File: src/rtl/shifter_seq.sv
// Multi-cycle shift unit: one 1-bit step per clock, valid/ready on both sides.
// Define SHIFTER_SEQ_ROTATE_EN to build ROL/ROR; otherwise those ops pass data through.
`timescale 1ns/1ps

module shifter_seq #(
  parameter int WIDTH = 16
) (
  input  logic                     clk,
  input  logic                     rst,
  input  logic                     in_valid,
  output logic                     in_ready,
  input  logic [2:0]               op,
  input  logic [$clog2(WIDTH)-1:0] amt,
  input  logic [WIDTH-1:0]         data_in,
  output logic                     out_valid,
  input  logic                     out_ready,
  output logic [WIDTH-1:0]         data_out,
  output logic                     busy
);

  localparam int AMT_W = $clog2(WIDTH);

  localparam logic [2:0] OP_SLL = 3'b001;
  localparam logic [2:0] OP_SRL = 3'b010;
  localparam logic [2:0] OP_SRA = 3'b011;
  localparam logic [2:0] OP_ROL = 3'b100;
  localparam logic [2:0] OP_ROR = 3'b101;

  typedef enum logic [1:0] {
    IDLE  = 2'd0,
    SHIFT = 2'd1,
    DONE  = 2'd2
  } state_t;

  state_t             state_q, state_d;
  logic [WIDTH-1:0]   work_q, work_d;
  logic [2:0]         op_q, op_d;
  logic [AMT_W-1:0]   count_q, count_d;
  logic [WIDTH-1:0]   stepWork;

  // Reserved ops (and rotates when not built) are treated as pass-through.
  function automatic logic isShiftOp(input logic [2:0] o);
    case (o)
      OP_SLL, OP_SRL, OP_SRA: return 1'b1;
`ifdef SHIFTER_SEQ_ROTATE_EN
      OP_ROL, OP_ROR:         return 1'b1;
`endif
      default:                return 1'b0;
    endcase
  endfunction

  always_comb begin
    stepWork = work_q;
    case (op_q)
      OP_SLL:  stepWork = {work_q[WIDTH-2:0], 1'b0};
      OP_SRL:  stepWork = {1'b0, work_q[WIDTH-1:1]};
      OP_SRA:  stepWork = {work_q[WIDTH-1], work_q[WIDTH-1:1]};
`ifdef SHIFTER_SEQ_ROTATE_EN
      OP_ROL:  stepWork = {work_q[WIDTH-2:0], work_q[WIDTH-1]};
      OP_ROR:  stepWork = {work_q[0], work_q[WIDTH-1:1]};
`endif
      default: stepWork = work_q;
    endcase
  end

  always_comb begin
    state_d   = state_q;
    work_d    = work_q;
    op_d      = op_q;
    count_d   = count_q;
    in_ready  = 1'b0;
    out_valid = 1'b0;
    busy      = 1'b0;
    case (state_q)
      IDLE: begin
        in_ready = 1'b1;
        if (in_valid) begin
          work_d  = data_in;
          op_d    = op;
          count_d = amt;
          state_d = (isShiftOp(op) && (amt != '0)) ? SHIFT : DONE;
        end
      end
      SHIFT: begin
        busy    = 1'b1;
        work_d  = stepWork;
        count_d = count_q - AMT_W'(1);
        if (count_q == AMT_W'(1)) state_d = DONE;
      end
      DONE: begin
        out_valid = 1'b1;
        if (out_ready) state_d = IDLE;
      end
      default: state_d = IDLE;
    endcase
  end

  always_ff @(posedge clk or posedge rst) begin
    if (rst) begin
      state_q <= IDLE;
      work_q  <= '0;
      op_q    <= '0;
      count_q <= '0;
    end else begin
      state_q <= state_d;
      work_q  <= work_d;
      op_q    <= op_d;
      count_q <= count_d;
    end
  end

  assign data_out = work_q;

endmodule

File: config.mk
export PLATFORM = sky130hd
export DESIGN_NAME = shifter_seq
export DESIGN_NICKNAME = d
export VERILOG_FILES = /design/src/rtl/shifter_seq.sv
export SDC_FILE = /design/constraint.sdc
export NUM_CORES = 1
export LEC_CHECK = 0
export CAP_MARGIN = 10
export CELL_PAD_IN_SITES_DETAIL_PLACEMENT = 1
export CELL_PAD_IN_SITES_GLOBAL_PLACEMENT = 1
export CORE_ASPECT_RATIO = 0.5
export CORE_MARGIN = 1
export CORE_UTILIZATION = 34
export DETAILED_ROUTE_END_ITERATION = 10
export PLACE_DENSITY_LB_ADDON = 0.1
export SKIP_LAST_GASP = 1
export SLEW_MARGIN = 0
export SYNTH_ARGS = -nofsm -noshare
export SYNTH_HDL_FRONTEND = slang
export SYNTH_SLANG_ARGS = --single-unit
File: constraint.sdc
create_clock -name clk -period 2 [get_ports clk]
set_clock_uncertainty 0.15 [all_clocks]
set_input_delay 0.3 -clock clk [delete_from_list [all_inputs] [get_ports clk]]
set_output_delay 0.3 -clock clk [all_outputs]
set_load 0.02 [all_outputs]
-- After elaboration in Yosys (flattened, before gate mapping)
Cells that the tools add are included.
- add/subtract/negate cells: 1
- eq/ne operators: 15
- multiplexer cells: 16
- reduce and logical (&&, ||, !) cells: 10
- operators by type and width (operator ; count):
    $pmux W16 S3 ; 1
    $pmux W16 S2 ; 1
    $mux W16 ; 1
    $eq A3 B2 Y1 const B ; 4
    $mux W2 ; 4
    $ne A2 B2 Y1 const B ; 4
    $pmux W4 S2 ; 1
    $eq A3 B1 Y1 const B ; 2
    $mux W1 ; 6
    $pmux W2 S3 ; 1
    $reduce_and A3 Y1 ; 2
    $eq A4 B1 Y1 const B ; 1
    $mux W4 ; 1
    $ne A4 B1 Y1 const B ; 1
    $reduce_and A2 Y1 ; 2
    $reduce_and A4 Y1 ; 1
    $reduce_bool A4 Y1 ; 1
    $sub A4 B1 Y4 const B ; 1
    $ne A3 B1 Y1 const B ; 1
    $reduce_or A3 Y1 ; 1
    $eq A2 B1 Y1 const B ; 1
    $eq A2 B2 Y1 const B ; 1
    $logic_not A2 Y1 ; 1
    $reduce_bool A2 Y1 ; 1
    $logic_and A1 B1 Y1 ; 1
- register bits: 25
- input port bits: 27
- output and inout port bits: 19
- logic and storage cells: 47

-- Logic depth before layout (Yosys ltp)
- depth in word-level cells: 9
- depth in mapped cells: 7
- mapped depth without buffers: 6

-- Worst setup path before layout
OpenSTA, ideal clock, no wires.
- path type: reg2reg
- from: register state_q[1]
- to: register state_q[0]
- setup time: 0.084 ns
- arrival: 1.436 ns
- data required time: 1.766 ns
- path slack: 0.330 ns
- stages on the path, launching flop included: 6
- path buffers: 1
- cells stage by stage: dfrtp_1 > buf_2 > nor2_1 > o21ai_0 > o32ai_1 > a21boi_0
- cells in the longest elaborated chain, start to end: 3
- elaborated cells between the ends (all ways): 8
- classes of those cells: 5 x eq/ne; 1 x mux; 2 x reduce/logical
- RTL lines (what ; line ; text):
    start: declaration ; 35 ; state_t state_q, state_d;
    start signal: assignment ; 105 ; state_q <= state_d;
    $eq A2 B1 Y1, or another cell as far along ; 74 ; case (state_q)
    $ne A2 B2 Y1 (no source line) ; - ;
    $reduce_and A3 Y1 (no source line) ; - ;
Parallel ways exist; a longest one is shown, timed or not.
A chain may end at the register's enable or synchronous reset.

-- Final worst setup path
- from: register state_q[1]
- to: output busy
- cells in the longest elaborated chain, start to end: 2
- RTL lines (what ; line ; text):
    $eq A2 B1 Y1 ; 74 ;
    $mux W1 ; 74 ;
    end: declaration ; 18 ; output logic busy
Every way passes these cells.

==> run_results.csv <==
group,metric,value,unit
timing,fmax,556.5,MHz
power_and_ir_drop,pwr-share-clk,0.090,
timing,fin_setup_tns,0,ps
global_routing,grt_pass1_wl,6872,um
cells_and_area,drive_gt1_frac,0.1596,
worst_setup_path,critPathKind,"flip-flop to output port",
synth,netlist_area,0.001510,mm2
synth,synth_compound_area_frac,0.1118,
cells_and_area,stdcell_count,267,
timing,rsz0062_at_grt,"false",
synth,netlist_instances,165,
timing,setup_viol,0,
status,status,"finished clean",
timing,timing.hold.ws,230.9,ps
hold_path,hp-class,"input pin to asynchronous set/reset pin",
synth,ys_seq_area_frac,0.4143,
power_and_ir_drop,switchingPower,1.441,mW
worst_setup_path,cp_slowest_cell,"dfrtp_1",
synth,syn_nets,194,
cells_and_area,area_delta_synth_final,38.03,%
synth,syn_area_per_cell,9.153,um2
power_and_ir_drop,power_density,1626,mW/mm2
synth,synth_warnings,0,
worst_setup_path,worstPathRequired,1550,ps
power_and_ir_drop,power.share.sequential,0.316,
die,ios,46,
timing,tightest_slew,560.1,ps
die,die_area,0.004728,mm2
cts,hold_buffers,0,
route,drt_iter0_markers,48,
cts,cts_buffers,3,
worst_setup_path,cp-start-kind,"flip-flop",
route,wl_per_cell,15.10,um
cells_and_area,mostFrequentLayoutCells,"42 x clkdlybuf4s50_1, 31 x nand2_1, 25 x nor2_1, 24 x dfrtp_1, 15 x a31oi_1",
cells_and_area,antenna_cells,0,
die,die_x,96.25,um
cts,max-clock-path-buffers,2,
placed_design,pre_cts_slack,131.8,ps
cts,root_buffer,"clkbuf_8",
global_routing,grt-ovfl-total,0,
route,via_per_inst,5.075,
cells_and_area,post-route-cell-area,0.002085,mm2
timing,slew_headroom,0.6266,
cts,clk_pin_slew_worst_paths,90,ps
cells_and_area,layout_commonest_cell,"clkdlybuf4s50_1",
cts,cts.sinks,25,
cts,cts.htree.levels,1,
die,start_util,0.3698,
die,rows,16,
worst_setup_path,cp_slowest_stage_delay,460,ps
cells_and_area,utilization,0.5104,
power_and_ir_drop,finalPower,3.390,mW
synth,synth.distinct_cells,30,
timing,layout_min_cycle_time,1797,ps
cts,clk_latency,270,ps
placed_design,dp_hpwl,3018,um
timing,slew_violations,0,
global_routing,grt_pass1_vias,1465,
synth,synth_mux_area_frac,0.1732,
route,ant_nets,0,
cts,post_cts_buffers,0,
global_routing,grt.total_usage,0.1894,
power_and_ir_drop,switching_share,0.4252,
synth,synth-simple-area-share,0.2220,
synth,synth-seq-cells,25,
route,first_pass_iters,5,
power_and_ir_drop,p_int,1.948,mW
route,via_count,1355,
synth,synth_xor_area_frac,0.005800,
synth,synth.top_cell.area_share,0.4143,
timing,fin_crit_sh,0.8984,
power_and_ir_drop,pwr-share-comb,0.594,
synth,yosys-top-cells-area,"dfrtp_1 41%, mux2_4 9.9%, nand2_1 7.7%, mux2_2 6.7%, a31oi_1 6.2%",
global_routing,antenna_found_initial,0,
synth,yosysTopAreaCell,"dfrtp_1",
die,core_area,0.004084,mm2
power_and_ir_drop,power.leakage,0.9275,nW
placed_design,io_buffers,45,
worst_setup_path,end_kind,"output port",
synth,synth_top_family_by_area,"simple AND/OR/NAND/NOR gates",
power_and_ir_drop,peakVddDrop,726.4,uV
cts,tritoncts,"built",
route,wirelength,4031,um
placed_design,place.gp.congestion,0.8256,
synth,synthAdderAreaFrac,0.01657,
timing,worst_slack,203.1,ps
route,drc_errors,0,
worst_setup_path,critical_path_arrival,1350,ps
flow_run,cap_violations,0,
global_routing,grt_max_degree,31,
cells_and_area,final_nets,243,
timing,finalHoldViolCount,0,
worst_setup_path,path_cells,"nand2b_2 > inv_1 > dlygate4sd2_1",
placed_design,dp_cells,263,
die,die_height,49.13,um
cells_and_area,fillers,485,
worst_setup_path,worst-path-max-fanout,7,
placed_design,placed_area,0.002038,mm2
-- registers in the layout (all words and copies together), names as in the netlist --
signal and cells:
count_q 4, data_out 16, op_q 3, state_q 2
-- repair_timing --
action | CTS | global route
gates resized for setup | 3 | 1
pin swaps | 0 | 0
setup endpoints to repair | 3 | 1
-- worst max-delay path, delay by kind of cell, from the launching register on --
family | cells | cell delay, ps
flops | 1 | 460
buf+inv | 2 | 400
simple gates | 1 | 210
-- cell families (layout without fill, tap and decap cells) --
group	count (synthesis)	count (layout)
AOI/OAI and AO/OA	26	26
xor gates and xnor gates	1	1
adders and majority gates	2	2
buffers and inverters	15	63
DFF	25	25
muxes	20	20
and+or+nand+nor	76	76
-- layer usage --
layer / vias up / GRT usage / wire length [um] / share of wire
met5: - / 0 / 0 / 0
met4: 0 / 0.04975 / 65 / 0.016
met3: 6 / 0.04361 / 148 / 0.037
met2: 32 / 0.3286 / 1929 / 0.48
met1: 657 / 0.2361 / 1887 / 0.47
li1: 660 / - / - / -
-- power by group through the flow --
| stage | sequential (mW) | combinational (mW) | clock [mW] |
|---|---|---|---|
| 2_1_floorplan | 1.18 | 1.19 | 0 |
| 3_3_place_gp | 1.07 | 2.00 | 0 |
| 3_5_place_dp | 1.08 | 2.06 | 0 |
| 4_1_cts | 1.08 | 2.05 | 0.322 |
| 5_1_grt | 1.12 | 2.21 | 0.333 |
| 6_report | 1.07 | 2.01 | 0.305 |
-- Yosys cell counts --
| library cell | number |
|---|---|
| nand2_1 | 31 |
| dfrtp_1 | 25 |
| nor2_1 | 25 |
| a31oi_1 | 15 |
| mux2_4 | 10 |
| mux2_2 | 9 |
| nand3_1 | 8 |
| inv_1 | 6 |
| buf_2 | 5 |
| nand2b_1 | 4 |
| buf_6 | 3 |
| a21oi_1 | 2 |
| ha_1 | 2 |
| nor3_1 | 2 |
| o21ai_0 | 2 |
| o22ai_1 | 2 |
| a21boi_0 | 1 |
| a32oi_1 | 1 |
| and2b_1 | 1 |
| clkbuf_1 | 1 |
| mux2i_1 | 1 |
| nand2b_2 | 1 |
| nand2b_4 | 1 |
| nor2b_1 | 1 |
| nor3b_1 | 1 |
| nor4_1 | 1 |
| o21ai_2 | 1 |
| o2bb2ai_1 | 1 |
| o32ai_1 | 1 |
| xnor2_1 | 1 |
-- layout make-up --
| class | instances | area (um2) | share of cell area |
|---|---|---|---|
| inverter | 6 | 22.52 | 0.01080 |
| tap | 54 | 67.56 | 0.03241 |
| sequential | 25 | 626.9 | 0.3007 |
| timing repair buffer | 53 | 523.0 | 0.2509 |
| clock buffer | 4 | 45.04 | 0.02161 |
| multi-input combinational | 125 | 799.5 | 0.3836 |
-- worst paths after layout --
kind | end | slack, ps | cells past startpoint | from
max | busy | 200 | 3 | state_q[1]
min | state_q[1] | 230 | 3 | rst
max reg2reg | data_out[7] | 270 | 5 | state_q[1]
min reg2reg | count_q[3] | 400 | 2 | count_q[3]
max in group asynchronous | state_q[0] | 1200 | 3 | rst
min in group clk | count_q[3] | 400 | 2 | count_q[3]
Note: power is estimated with default switching activity, not from simulation.
